<file path="src/rtl/conv_enc_frame_ctrl.sv">
// Frame sequencer around a rate-1/2, K=3 convolutional encoder: one byte in, one 16-bit codeword
// out (MSB first), with an optional zero-flush tail codeword at frame end.
module conv_enc_frame_ctrl #(
  parameter logic [2:0] G0      = 3'b111,
  parameter logic [2:0] G1      = 3'b101,
  parameter bit         TAIL_EN = 1'b1
) (
  input  logic        clk,
  input  logic        reset,
  input  logic [7:0]  in_data,
  input  logic        in_valid,
  input  logic        in_last,
  output logic        in_ready,
  output logic [15:0] out_data,
  output logic        out_valid,
  output logic        out_last,
  input  logic        out_ready,
  output logic        busy,
  output logic [15:0] frame_count
);

  typedef enum logic [1:0] {StIdle, StEnc, StOut, StTail} state_e;

  state_e      state_q, state_d;
  logic [7:0]  byte_q, byte_d;
  logic        last_q, last_d;
  logic        tail_q, tail_d;
  logic [2:0]  cnt_q, cnt_d;
  logic [1:0]  s_q, s_d;
  logic [15:0] word_q, word_d;
  logic [15:0] frame_count_q, frame_count_d;

  logic       u;
  logic [2:0] w;
  logic       c0, c1;
  logic       word_last;

  always_comb begin
    // Tail bits are zeros; data bits come from the top of the byte shifter
    u         = (state_q == StEnc) ? byte_q[7] : 1'b0;
    w         = {u, s_q};
    c0        = ^(w & G0);
    c1        = ^(w & G1);
    word_last = tail_q | (last_q & !TAIL_EN);

    state_d       = state_q;
    byte_d        = byte_q;
    last_d        = last_q;
    tail_d        = tail_q;
    cnt_d         = cnt_q;
    s_d           = s_q;
    word_d        = word_q;
    frame_count_d = frame_count_q;

    unique case (state_q)
      StIdle: begin
        if (in_valid) begin
          byte_d  = in_data;
          last_d  = in_last;
          cnt_d   = 3'd0;
          state_d = StEnc;
        end
      end
      StEnc, StTail: begin
        s_d    = {u, s_q[1]};
        word_d = {word_q[13:0], c0, c1};
        byte_d = {byte_q[6:0], 1'b0};
        cnt_d  = cnt_q + 3'd1;
        if (cnt_q == 3'd7) state_d = StOut;
      end
      StOut: begin
        if (out_ready) begin
          if (word_last) frame_count_d = frame_count_q + 16'd1;
          if (tail_q) begin
            tail_d  = 1'b0;
            state_d = StIdle;
          end else if (last_q && TAIL_EN) begin
            tail_d  = 1'b1;
            cnt_d   = 3'd0;
            state_d = StTail;
          end else begin
            if (last_q) s_d = 2'b00;
            state_d = StIdle;
          end
        end
      end
      default: state_d = StIdle;
    endcase
  end

  always_ff @(posedge clk) begin
    if (reset) begin
      state_q       <= StIdle;
      byte_q        <= 8'h00;
      last_q        <= 1'b0;
      tail_q        <= 1'b0;
      cnt_q         <= 3'd0;
      s_q           <= 2'b00;
      word_q        <= 16'h0000;
      frame_count_q <= 16'h0000;
    end else begin
      state_q       <= state_d;
      byte_q        <= byte_d;
      last_q        <= last_d;
      tail_q        <= tail_d;
      cnt_q         <= cnt_d;
      s_q           <= s_d;
      word_q        <= word_d;
      frame_count_q <= frame_count_d;
    end
  end

  assign in_ready    = (state_q == StIdle) && !reset;
  assign out_valid   = (state_q == StOut);
  assign out_last    = out_valid && word_last;
  assign out_data    = word_q;
  assign busy        = (state_q != StIdle);
  assign frame_count = frame_count_q;

endmodule

</file>
<file path="config.mk">
export PLATFORM = sky130hd
export DESIGN_NAME = conv_enc_frame_ctrl
export DESIGN_NICKNAME = d
export VERILOG_FILES = /design/src/rtl/conv_enc_frame_ctrl.sv
export SDC_FILE = /design/constraint.sdc
export NUM_CORES = 1
export LEC_CHECK = 0
export CAP_MARGIN = 20
export CORE_ASPECT_RATIO = 0.5
export CORE_MARGIN = 2
export CORE_UTILIZATION = 50
export CTS_BUF_LIST = sky130_fd_sc_hd__clkbuf_8
export CTS_CLUSTER_SIZE = 12
export DETAILED_ROUTE_END_ITERATION = 10
export HOLD_SLACK_MARGIN = 0.1
export PLACE_DENSITY = 0.9
export SYNTH_ARGS = -nofsm -noshare
export SYNTH_HDL_FRONTEND = slang
export SYNTH_SLANG_ARGS = --single-unit
export TNS_END_PERCENT = 50
</file>
<file path="constraint.sdc">
create_clock -name clk -period 1.9 [get_ports clk]
set_clock_uncertainty 0.05 [all_clocks]
set_input_delay 0.38 -clock clk [delete_from_list [all_inputs] [get_ports clk]]
set_output_delay 0.38 -clock clk [all_outputs]
set_load 0.05 [all_outputs]
</file>
=== After elaboration in Yosys (flattened, before gate mapping) ===
Cells that the tools add are included.

* Add/sub/neg operators: 2
* Muxes and demuxes: 16
* Equal/unequal tests: 9
* Reductions and logical operators: 15

{| class="wikitable"
|+ Operators by type and width
! cell !! count
|-
| 16-bit by 1-bit adder with 16-bit output, second input constant || 1
|-
| 8-bit one-hot mux with 2 select lines || 1
|-
| 3-bit two-way mux || 4
|-
| 2-bit two-way mux || 5
|-
| 3-bit one-hot mux with 3 select lines || 1
|-
| 8-bit two-way mux || 1
|-
| 2-bit != test, second input constant || 3
|-
| 2-bit one-hot mux with 3 select lines || 1
|-
| 2-bit AND reduction || 3
|-
| 3-bit AND reduction || 2
|-
| 3-bit parity || 2
|-
| 2-bit equality test, second input constant || 2
|-
| 2-bit by 1-bit != test with 1-bit output, second input constant || 2
|-
| 4-bit AND reduction || 1
|-
| 2-bit nonzero test || 2
|-
| 3-bit by 1-bit adder with 3-bit output, second input constant || 1
|-
| 3-bit equality test, second input constant || 1
|-
| 1-bit two-way mux || 3
|-
| 2-bit by 1-bit equality test with 1-bit output, second input constant || 1
|-
| 1-bit logical AND || 2
|-
| 2-bit logical NOT || 1
|-
| 2-bit OR reduction || 1
|-
| 1-bit logical NOT || 1
|}

* Register bits after elaboration: 49
* Word-level logic and storage cells: 50
* Bits of input ports: 13

=== Depth between registers and ports, before layout ===
* Depth after elaboration: 4
* Gate-level depth with buffers: 6
* Depth with buffers taken out: 4

=== Worst setup path before layout ===
OpenSTA, ideal clock, no wires.

* Kind: register -> output
* Start point: reg state_q[0]
* End point: out out_last
* Path slack: -0.245 ns
* Arrival: 1.715 ns
* Cell stages (with the launch flop): 4
* Path through: dfxtp_1 buf_6 nor2b_1 and2_1

* Longest elaborated chain between the ends: 2

{| class="wikitable"
|+ RTL lines
! what !! RTL line !! RTL
|-
| start: declaration || 24 || <nowiki>state_e state_q, state_d;</nowiki>
|-
| start signal: assignment || 93 || <nowiki>state_q <= StIdle;</nowiki>
|-
| start signal: assignment || 102 || <nowiki>state_q <= state_d;</nowiki>
|-
| 2-bit equality test || 114 || <nowiki>assign out_valid = (state_q == StOut);</nowiki>
|-
| via out_valid || 15 || <nowiki>output logic out_valid,</nowiki>
|-
| 1-bit logical AND || 115 || <nowiki>assign out_last = out_valid && word_last;</nowiki>
|-
| end: declaration || 16 || <nowiki>output logic out_last,</nowiki>
|}

The timed path passes the listed nets, and every way through them passes these cells.

=== Worst setup path after layout ===
* Start point: in out_ready
* End point: reg frame_count_q[10] (netlist: frame_count[10])

* Longest elaborated chain between the ends: 1

{| class="wikitable"
|+ RTL lines
! what !! RTL line !! RTL
|-
| start: declaration || 17 || <nowiki>input logic out_ready,</nowiki>
|-
| 3-bit AND reduction (no line) || -- ||
|-
| end signal: assignment || 109 || <nowiki>frame_count_q <= frame_count_d;</nowiki>
|-
| end: declaration || 31 || <nowiki>logic [15:0] frame_count_q, frame_count_d;</nowiki>
|}

No other way between the ends.
A chain may end at the register's enable or synchronous reset.

==> out/metrics.cfg <==
[grt]
grt_util_all_layers=0.190
grt_overflow_total=0
grt_pass1_vias=1615
antenna_found_initial=0
grt_max_degree=30
grt_pass1_wl_um=7060

[finish]
regArea_um2=982
diodes=0
areaGrowthSynthToFinish_pct=30.9
stdcell_count=320
nNetsFinal=281
nFillCells=324
drive_gt1_frac=0.218
multiInputGateArea_um2=978
fin_util=0.680

[clock_network]
cts.sinks=49
clk_pin_slew_ns=0.09
cts_buffers=5
clk_latency_ns=0.29
cts_max_path_buffers=2
cts_setup_buffers=0
htreeDepth=2
cts_tree=built
cts_root_buffer=clkbuf_8
holdBufCountCts=0

[power]
vdd_drop_max_uv=442
leakagePower_nw=1.15
power_density_nw_per_um2=800

[route]
routedWlPerCell_um=13.1
drc=0
antenna_left=0
drtIter0Drc=49
via_per_inst=5.28
wl_um=4190
vias=1689
drtPass1Iterations=4

[synthesis]
seq_area_frac_synth=0.483
synth-async-reset-ratio=0
yosys.area.top_type_share=0.483
synthCells=213
synth_area_um2=2030
synth_top_flop_cell=dfxtp_1
yosys-top-cells-count=dfxtp_1, nor2_1, mux2i_1
synth_edf_count=0
yosys-top-cells-area=dfxtp_1, mux2i_1, nor2_1
synth.avg_cell_area_um2=9.53
synth_nets=229
ys_warn_count=0
synth.most_common_cell=dfxtp_1
ys_seq_elements=49
synth_top_cell_by_area=dfxtp_1
synth.distinct_cells=32

[timing]
setup_viol=0
setup_tns_ns=0
maxSlewViolCount=0
fmax_mhz=554
period_needed_ns=1.81
slew_headroom=0.653
fin_ws_ns=0.0943
tightest_slew_ns=0.519
fin_hold_ws_ns=0.450
finalHoldViolations=0
period_share=0.950

[worst_setup_path]
crit_type=input pin to flop
ff2ff_setup_slack_ns=0.18
worst_r2r_path_depth=4
crit_required_ns=2.07
path_buf_inv=1
cp.arrival_ns=1.98
slowest_stage=clkdlybuf4s50_1
cp_num_cells=5
cp_top_family=simple AND/OR/NAND/NOR gates
endpoint_kind=flop
start_kind=input pin
worstPathMaxFanout=8
crit_end=frame_count[10]
worstPathCellList=clkdlybuf4s50_1 -> and4b_1 -> nand4_1 -> or3_1 -> a21oi_1
r2r_start=state_q[1]
worst_r2r_endpoint=frame_count[10]
crit_start=out_ready
worst_path_largest_cell_delay_ns=0.49

[worst_hold_path]
hold_class=flop to flop

[floorplan]
core_area_um2=3900
dieArea_um2=4620
num_rows=16
dieHeight_um=49.1
ios=49
initial_core_util=0.520
die_w_um=94.1

[run]
maxCapViolations=0

[placement]
dp_cells=312
gp_congestion=0.760
port_buffers=48
dp_hpwl_um=2910
place_ws_ns=-0.201

[outcome]
status=complete, no violations

## sequential cells by signal, indices dropped and copies added, names as in the netlist
register and cells:
frame_count 16, out_data 16, last_q 1, state_q 2, tail_q 1, byte_q 8
cnt_q 3, s_q 2
## layout make-up
cell class                      instances  area share
Clock buffer                            5      0.0259
Tap cell                               54      0.0254
Timing Repair Buffer                   58       0.182
Multi-Input combinational cell        148       0.368
Sequential cell                        49       0.370
Inverter                                3     0.00424
Clock inverter                          3      0.0245
## worst register-to-register path, stage by stage (launching register included)
cell and delay [ns]:
dfxtp_1 0.45, and4b_1 0.34, nand4_1 0.26, or3_1 0.37, a21oi_1 0.18
## stage by stage
step | power [mW] | area (um2)
floorplan | 1.23 | 2030
global placement | 1.29 | 2510
detailed placement | 1.29 | 2510
CTS | 2.14 | 2650
global route | 2.20 | 2660
finish | 2.13 | 2660
## cell families (layout without fill, tap and decap cells)
logic type / Yosys count / after routing / share of synthesized area
fa+ha+maj: 3 / 3 / 0.0185
xor+xnor: 9 / 9 / 0.0388
compound gates: 31 / 31 / 0.0931
mux: 27 / 27 / 0.133
simple gates: 78 / 78 / 0.196
buf+inv: 16 / 69 / 0.0370
flops: 49 / 49 / 0.483
## placed cells by master (no fill, tap or decap), types with 4 or more instances in the layout
master,count
a211oi_1,8
a21oi_1,9
buf_4,43
clkbuf_8,5
clkdlybuf4s50_1,11
dfxtp_1,48
mux2i_1,27
nand2_1,5
nand3_1,5
nand4_1,4
nor2_1,37
o21ai_0,8
or3_1,7
xor2_1,6
## report_power, final
group	internal [mW]	total, mW	leakage, nW	switching [mW]
logic	0.0906	0.202	0.685	0.111
clock network	0.523	0.855	0.0681	0.332
registers	1.05	1.07	0.398	0.0153
## worst min path at each step
| stage | startpoint | endpoint | cells past startpoint | slack [ns] |
|---|---|---|---|---|
| after global routing | byte_q[7] | byte_q[7] | 2 | 0.48 |
| after detailed placement | out_data[14] | out_data[14] | 2 | 0.44 |
| final | out_data[14] | out_data[14] | 2 | 0.45 |
| after global placement | out_data[15] | out_data[15] | 2 | 0.43 |
| after floorplan | cnt_q[1] | cnt_q[1] | 2 | 0.42 |
| after CTS | out_data[14] | out_data[14] | 2 | 0.46 |
## timing repair
| item | CTS | global route |
|---|---|---|
| endpoints found under the hold margin | 0 | 0 |
| setup endpoints to repair | 0 | 3 |
| gates resized for setup | 0 | 3 |
## per-layer routing
layer	vias up	GRT usage	wire, um	share of wire
met5	-	0	0	0
met4	0	0.0386	35	0.0084
met3	4	0.0464	153	0.037
met2	34	0.348	2150	0.51
met1	806	0.229	1850	0.44
li1	845	-	-	-
(Power assumes the default switching activity.)
